**config.mk**
```make
export PLATFORM = sky130hd
export DESIGN_NAME = nibble_pack_stage
export DESIGN_NICKNAME = d
export VERILOG_FILES = /design/src/rtl/nibble_pack_pkg.sv /design/src/rtl/nibble_pack_fifo.sv /design/src/rtl/nibble_pack_stage.sv
export SDC_FILE = /design/constraint.sdc
export NUM_CORES = 1
export LEC_CHECK = 0
export CAP_MARGIN = 20
export CORE_ASPECT_RATIO = 1.1
export CORE_UTILIZATION = 58
export CTS_CLUSTER_SIZE = 40
export DETAILED_ROUTE_END_ITERATION = 8
export GPL_ROUTABILITY_DRIVEN = 0
export PLACE_DENSITY = 0.84
export SYNTH_ARGS = -nofsm -noshare
export SYNTH_HDL_FRONTEND = slang
export SYNTH_SLANG_ARGS = --single-unit
```
**constraint.sdc**
```tcl
create_clock -name clk -period 6.65 [get_ports clk]
set_input_delay 0.665 -clock clk [delete_from_list [all_inputs] [get_ports clk]]
set_output_delay 0.665 -clock clk [all_outputs]
set_load 0.05 [all_outputs]
```
**src/rtl/nibble_pack_pkg.sv**
```systemverilog
// nibble_pack_pkg: shared widths, assembly FSM states and the default FIFO
// entry layout for the nibble packing stage.
package nibble_pack_pkg;

   localparam int NIBBLE_W    = 4;
   localparam int DEF_NIBBLES = 4;

   typedef enum logic {
      EMPTY = 1'b0,
      FILL  = 1'b1
   } asm_state_e;

   // Entry layout for the default 4-nibble word; wider builds declare the
   // same three fields at their own width and hand that type to the FIFO.
   typedef struct packed {
      logic [NIBBLE_W*DEF_NIBBLES-1:0]       data;
      logic [$clog2(DEF_NIBBLES+1)-1:0]      count;
      logic [NIBBLE_W-1:0]                   chk;
   } entry_t;

   // Running XOR checksum update with one more nibble.
   function automatic logic [NIBBLE_W-1:0] chk_next(
      input logic [NIBBLE_W-1:0] acc,
      input logic [NIBBLE_W-1:0] nib
   );
      return acc ^ nib;
   endfunction

endpackage

```
**src/rtl/nibble_pack_fifo.sv**
```systemverilog
// nibble_pack_fifo: circular synchronous FIFO of word entries with
// read/write pointers and an occupancy counter. DEPTH must be a power of two
// so the pointers wrap naturally.
module nibble_pack_fifo
   import nibble_pack_pkg::*;
#(
   parameter int  DEPTH   = 2,
   parameter type T_ENTRY = entry_t
)(
   input  logic   clk,
   input  logic   rst,
   input  logic   i_push,
   input  T_ENTRY i_entry,
   input  logic   i_pop,
   output T_ENTRY o_head,
   output logic   o_full,
   output logic   o_empty
);

   localparam int PTR_W = $clog2(DEPTH);
   localparam int OCC_W = $clog2(DEPTH + 1);

   T_ENTRY           r_mem [DEPTH];
   logic [PTR_W-1:0] r_wr_ptr;
   logic [PTR_W-1:0] r_rd_ptr;
   logic [OCC_W-1:0] r_occ;

   logic w_push;
   logic w_pop;

   assign o_full  = (r_occ == OCC_W'(DEPTH));
   assign o_empty = (r_occ == '0);
   assign w_push  = i_push && !o_full;
   assign w_pop   = i_pop && !o_empty;
   assign o_head  = r_mem[r_rd_ptr];

   // Entry storage: written on push only, contents are don't-care until valid.
   always_ff @(posedge clk) begin
      if (w_push) begin
         r_mem[r_wr_ptr] <= i_entry;
      end
   end

   // Pointers and occupancy; simultaneous push and pop keep occupancy.
   always_ff @(posedge clk or posedge rst) begin
      if (rst) begin
         r_wr_ptr <= '0;
         r_rd_ptr <= '0;
         r_occ    <= '0;
      end else begin
         if (w_push) begin
            r_wr_ptr <= r_wr_ptr + PTR_W'(1);
         end
         if (w_pop) begin
            r_rd_ptr <= r_rd_ptr + PTR_W'(1);
         end
         case ({w_push, w_pop})
            2'b10:   r_occ <= r_occ + OCC_W'(1);
            2'b01:   r_occ <= r_occ - OCC_W'(1);
            default: r_occ <= r_occ;
         endcase
      end
   end

endmodule

```
**src/rtl/nibble_pack_stage.sv**
```systemverilog
// nibble_pack_stage: packs a stream of 4-bit nibbles into words of
// NIBBLES_PER_WORD nibbles (first nibble in the low bits), buffers finished
// words in a small FIFO and presents them on a valid/ready interface.
// Optional feature macro: NIBBLE_PACK_CHECKSUM_EN adds a per-word XOR
// checksum on out_chk; without it out_chk is held at zero.
module nibble_pack_stage
   import nibble_pack_pkg::*;
#(
   parameter int NIBBLES_PER_WORD = 4,
   parameter int FIFO_DEPTH       = 2
)(
   input  logic                                      clk,
   input  logic                                      rst,
   input  logic                                      in_valid,
   output logic                                      in_ready,
   input  logic [NIBBLE_W-1:0]                       in_data,
   input  logic                                      in_last,
   output logic                                      out_valid,
   input  logic                                      out_ready,
   output logic [NIBBLE_W*NIBBLES_PER_WORD-1:0]      out_data,
   output logic [$clog2(NIBBLES_PER_WORD+1)-1:0]     out_count,
   output logic [NIBBLE_W-1:0]                       out_chk
);

   localparam int WORD_W = NIBBLE_W * NIBBLES_PER_WORD;
   localparam int IDX_W  = $clog2(NIBBLES_PER_WORD);
   localparam int CNT_W  = $clog2(NIBBLES_PER_WORD + 1);

   typedef struct packed {
      logic [WORD_W-1:0]   data;
      logic [CNT_W-1:0]    count;
`ifdef NIBBLE_PACK_CHECKSUM_EN
      logic [NIBBLE_W-1:0] chk;
`endif
   } word_t;

   asm_state_e        r_state;
   logic [IDX_W-1:0]  r_idx;
   logic [WORD_W-1:0] r_asm;

   logic              w_accept;
   logic              w_close;
   logic              w_full;
   logic              w_empty;
   logic [WORD_W-1:0] w_asm;
   word_t             w_word;
   word_t             w_head;

`ifdef NIBBLE_PACK_CHECKSUM_EN
   logic [NIBBLE_W-1:0] r_chk;
   logic [NIBBLE_W-1:0] w_chk;
`endif

   // Ready comes only from registered occupancy (and is held low in reset).
   assign in_ready = !rst && !w_full;
   assign w_accept = in_valid && in_ready;
   assign w_close  = in_last || (r_idx == IDX_W'(NIBBLES_PER_WORD - 1));

   // Merge the incoming nibble into the word under construction. In EMPTY the
   // assembly register is treated as zero, so stale nibbles from an earlier
   // or reset-abandoned word never leak into the new one.
   always_comb begin
      w_asm = (r_state == EMPTY) ? '0 : r_asm;
      for (int k = 0; k < NIBBLES_PER_WORD; k++) begin
         if (r_idx == IDX_W'(k)) begin
            w_asm[k*NIBBLE_W +: NIBBLE_W] = in_data;
         end
      end
`ifdef NIBBLE_PACK_CHECKSUM_EN
      w_chk = chk_next((r_state == EMPTY) ? '0 : r_chk, in_data);
`endif
   end

   // Completed word presented to the FIFO.
   always_comb begin
      w_word.data  = w_asm;
      w_word.count = CNT_W'(r_idx) + CNT_W'(1);
`ifdef NIBBLE_PACK_CHECKSUM_EN
      w_word.chk   = w_chk;
`endif
   end

   // Assembly FSM: EMPTY at index 0, FILL while a word is partially built.
   always_ff @(posedge clk or posedge rst) begin
      if (rst) begin
         r_state <= EMPTY;
         r_idx   <= '0;
      end else if (w_accept) begin
         if (w_close) begin
            r_state <= EMPTY;
            r_idx   <= '0;
         end else begin
            r_state <= FILL;
            r_idx   <= r_idx + IDX_W'(1);
         end
      end
   end

   // Partial-word datapath registers, kept only while a word stays open.
   always_ff @(posedge clk) begin
      if (w_accept && !w_close) begin
         r_asm <= w_asm;
`ifdef NIBBLE_PACK_CHECKSUM_EN
         r_chk <= w_chk;
`endif
      end
   end

   nibble_pack_fifo #(
      .DEPTH   (FIFO_DEPTH),
      .T_ENTRY (word_t)
   ) u_fifo (
      .clk     (clk),
      .rst     (rst),
      .i_push  (w_accept && w_close),
      .i_entry (w_word),
      .i_pop   (out_ready),
      .o_head  (w_head),
      .o_full  (w_full),
      .o_empty (w_empty)
   );

   // Head entry is gated to zero when the FIFO is empty.
   assign out_valid = !w_empty;
   assign out_data  = out_valid ? w_head.data  : '0;
   assign out_count = out_valid ? w_head.count : '0;
`ifdef NIBBLE_PACK_CHECKSUM_EN
   assign out_chk   = out_valid ? w_head.chk   : '0;
`else
   assign out_chk   = 4'h0;
`endif

endmodule
```
==> impl_results.md <==
* CP Capture Type: output port
* Number of global-route vias before repair at 1460
* Die extent in y at 71.3 um
* Post-Syn Area per Cell at 15.3 um2
* IO Pins at 34
* Status: finished clean
* TritonRoute pass-1 iters at 4
* Yosys reg bits at 61
* Register area at approximately 1800 um2
* Power per cell area at 499 nW/um2
* Unrepaired setup endpoints after global routing: no
* Netlist cell types at 23
* Final WL at 4.33 mm
* Filler cells at 257
* Worst path required time at 5.98 ns
* Hold Fails Final Rpt at 0
* DRT iter0 DRCs at 61
* Cell Area, Placed at ~2900 um2
* Wire per inst at between 15 and 20 um
* DRT antenna net count at 0
* Main combinational cell family by area after synthesis: multiplexers
* Residual DRC count at 0
* Synthesized area at 2530 um2
* Inserted Diodes at 0
* Multi-input combinational cell area at 683 um2
* HPWL after DPL at 2.92 mm
* Post-cts repair resize count at 0
* Maxcap violations at 0
* CTS tree: yes
* Largest net degree at the start of global routing at 22
* Crit Path Class: flip-flop to output port
* Worst vdd ir at 0.364 mV
* Yosys top cell by area: edfxtp_1
* Lkg Pwr at 1.15 nW
* Final Critical Period at 3.17 ns
* Multiplexer share of the synthesized area at 0.0880
* Count of final max-slew check failures at 0
* R2R Setup Slk at 4.42 ns
* Die Width at 65.0 um
* Post-Synth XOR/XNOR Area at 0.0203
* Slew HR at 0.293
* Crit path launch type: flip-flop
* Mapped Cells at roughly 170
* Die area at 4630 um2
* Sequential-to-total area share from yosys stat at 0.710
* Setup bufs post-CTS at 0
* Global-route wire length before repair at 6.90 mm
* Hold buffers post-CTS at 0
* Min-delay worst type: flip-flop to flip-flop
* Yosys warning total at 0
* Initial antenna violation count at 0
* Final setup fails at 0
* Area Growth Syn to Fin at 19.0%
* Worst-case clock buffer depth at 2
* H-tree levels at 3
* Critical path arrival at 2.50 ns
* Core box area at 4080 um2
* Post-route cell area at around 3000 um2
* Crit share post-route at 0.477
* Area fraction of the dominant cell type after synthesis at 0.641
* Worst-Skew Late Latency at 0.33 ns
* Nets at 216
* Clk_skew at 0.00560 ns
* Total GRT Usage at 0.214
* Final TNS setup at 0 ns
* Vias/cell at approximately 5.5
* Fmax at 315 MHz
* Worst-Margin Slew at 1.06 ns
* Clock root buffer: clkbuf_8
* Synth Area in Adders at 0.0247
* Initial Util at 0.620
* Share of layout cells above drive strength 1 at 0.0874
* Simple-gate share of the synthesized area at 0.0801
* Synth top area cells: edfxtp_1 (64%), mux2i_1 (7.9%), dfrtp_1 (6.9%), a22o_1 (4.5%), nor2_1 (3.7%)
* Clock Pin Slew Worst Setup and Hold Paths at 0.06 ns
* Global route overflow at 0
* Synth Area in Compound Gates at 0.0509
* IO Port Bufs at 29
* CTS Buf Count at 9
* CP max FO at 20
* Row cnt at 24
* Clk sink count at 61
* Via count at 1422
metal layers:
layer	GRT usage	vias to the layer above	share of wire
met1	0.250	685	0.39
met4	0.114	0	0.016
met3	0.0685	7	0.078
met5	0	-	0
met2	0.353	56	0.51
li1	-	674	-
logic make-up after synthesis:
kind of cell               Yosys count
and+or+nand+nor                     43
buffers and inverters               12
muxes                               22
DFF                                 61
xor gates and xnor gates             5
other                                1
AOI/OAI and AO/OA                   16
adders and majority gates            5
final cells by class:
type                       count  share of cell area
multi-input combinational     95               0.227
clock inverter                 4             0.00540
timing repair buffer          31               0.101
inverter                       4             0.00498
sequential                    61               0.596
clock buffer                  11              0.0436
tap                           52              0.0216
path summary, 6_finish.rpt:
path / cells after the start / end / from
setup reg to reg: 5 / u_fifo.r_mem[0][9] / r_idx[0]
min in group asynchronous: 2 / r_idx[0] / rst
hold reg to reg: 1 / u_fifo.r_occ[1] / u_fifo.r_occ[1]
hold / removal: 1 / u_fifo.r_occ[1] / u_fifo.r_occ[1]
setup / recovery: 3 / out_data[1] / u_fifo.r_rd_ptr
max in group asynchronous: 2 / u_fifo.r_occ[0] / rst
power breakdown:
| group | switching (W) | total (W) | internal (W) |
|---|---|---|---|
| combinational | 0.000425 | 0.000666 | 0.000241 |
| clock | 0.000124 | 0.000253 | 0.000129 |
| sequential | 0.0000622 | 0.000583 | 0.000521 |
placed cells by master, fill, tap and decap left out, types with 3 or more instances in the layout:
| master | Yosys | layout |
|---|---|---|
| edfxtp_1 | 54 | 54 |
| mux2i_1 | 20 | 20 |
| dfrtp_1 | 7 | 7 |
| inv_1 | 4 | 4 |
| o21ai_0 | 3 | 3 |
| nor2_1 | 25 | 25 |
| clkinv_1 | 0 | 3 |
| ha_1 | 5 | 5 |
| clkbuf_8 | 0 | 9 |
| nor2b_1 | 6 | 6 |
| clkdlybuf4s50_1 | 0 | 29 |
| a22o_1 | 13 | 13 |
| conb_1 | 1 | 4 |
| nand2_1 | 7 | 7 |
per-stage QoR:
step	utilization	hold WS [ns]	setup slack (ns)	total power, W	cells
floorplan	-	0.456	4.13	0.00105	168
global placement	0.702	0.473	3.83	0.00123	243
detailed placement	0.702	0.485	3.78	0.00126	243
CTS	0.738	0.497	3.41	0.00151	258
global route	0.738	0.520	3.32	0.00157	258
finish	0.738	0.497	3.48	0.00150	258
sequential cells by signal, indices dropped and copies added, names as in the netlist:
name and flops:
r_idx 2, u_fifo.r_occ 2, u_fifo.r_rd_ptr 1, u_fifo.r_wr_ptr 1, u_fifo.r_mem 38, r_asm 16
r_state 1
worst max-delay path, stage by stage, from the launching register on:
cell and delay, ns:
dfrtp_1 1.04, mux2i_1 0.19, nor2_1 0.13, clkdlybuf4s50_1 0.81
cells in the mapped netlist:
cell type   n
or2_2       1
ha_1        5
nor2b_1     6
dfrtp_1     7
nor2_1     25
and2_1      1
xnor2_2     1
and3_1      1
xnor2_1     2
mux2i_1    20
or4b_4      1
clkbuf_1    2
o21ai_0     3
xor2_1      2
buf_4       4
nor3b_2     1
conb_1      1
buf_2       2
nand2_1     7
inv_1       4
mux2_2      2
edfxtp_1   54
a22o_1     13
Power figures use the tool's default switching activity.
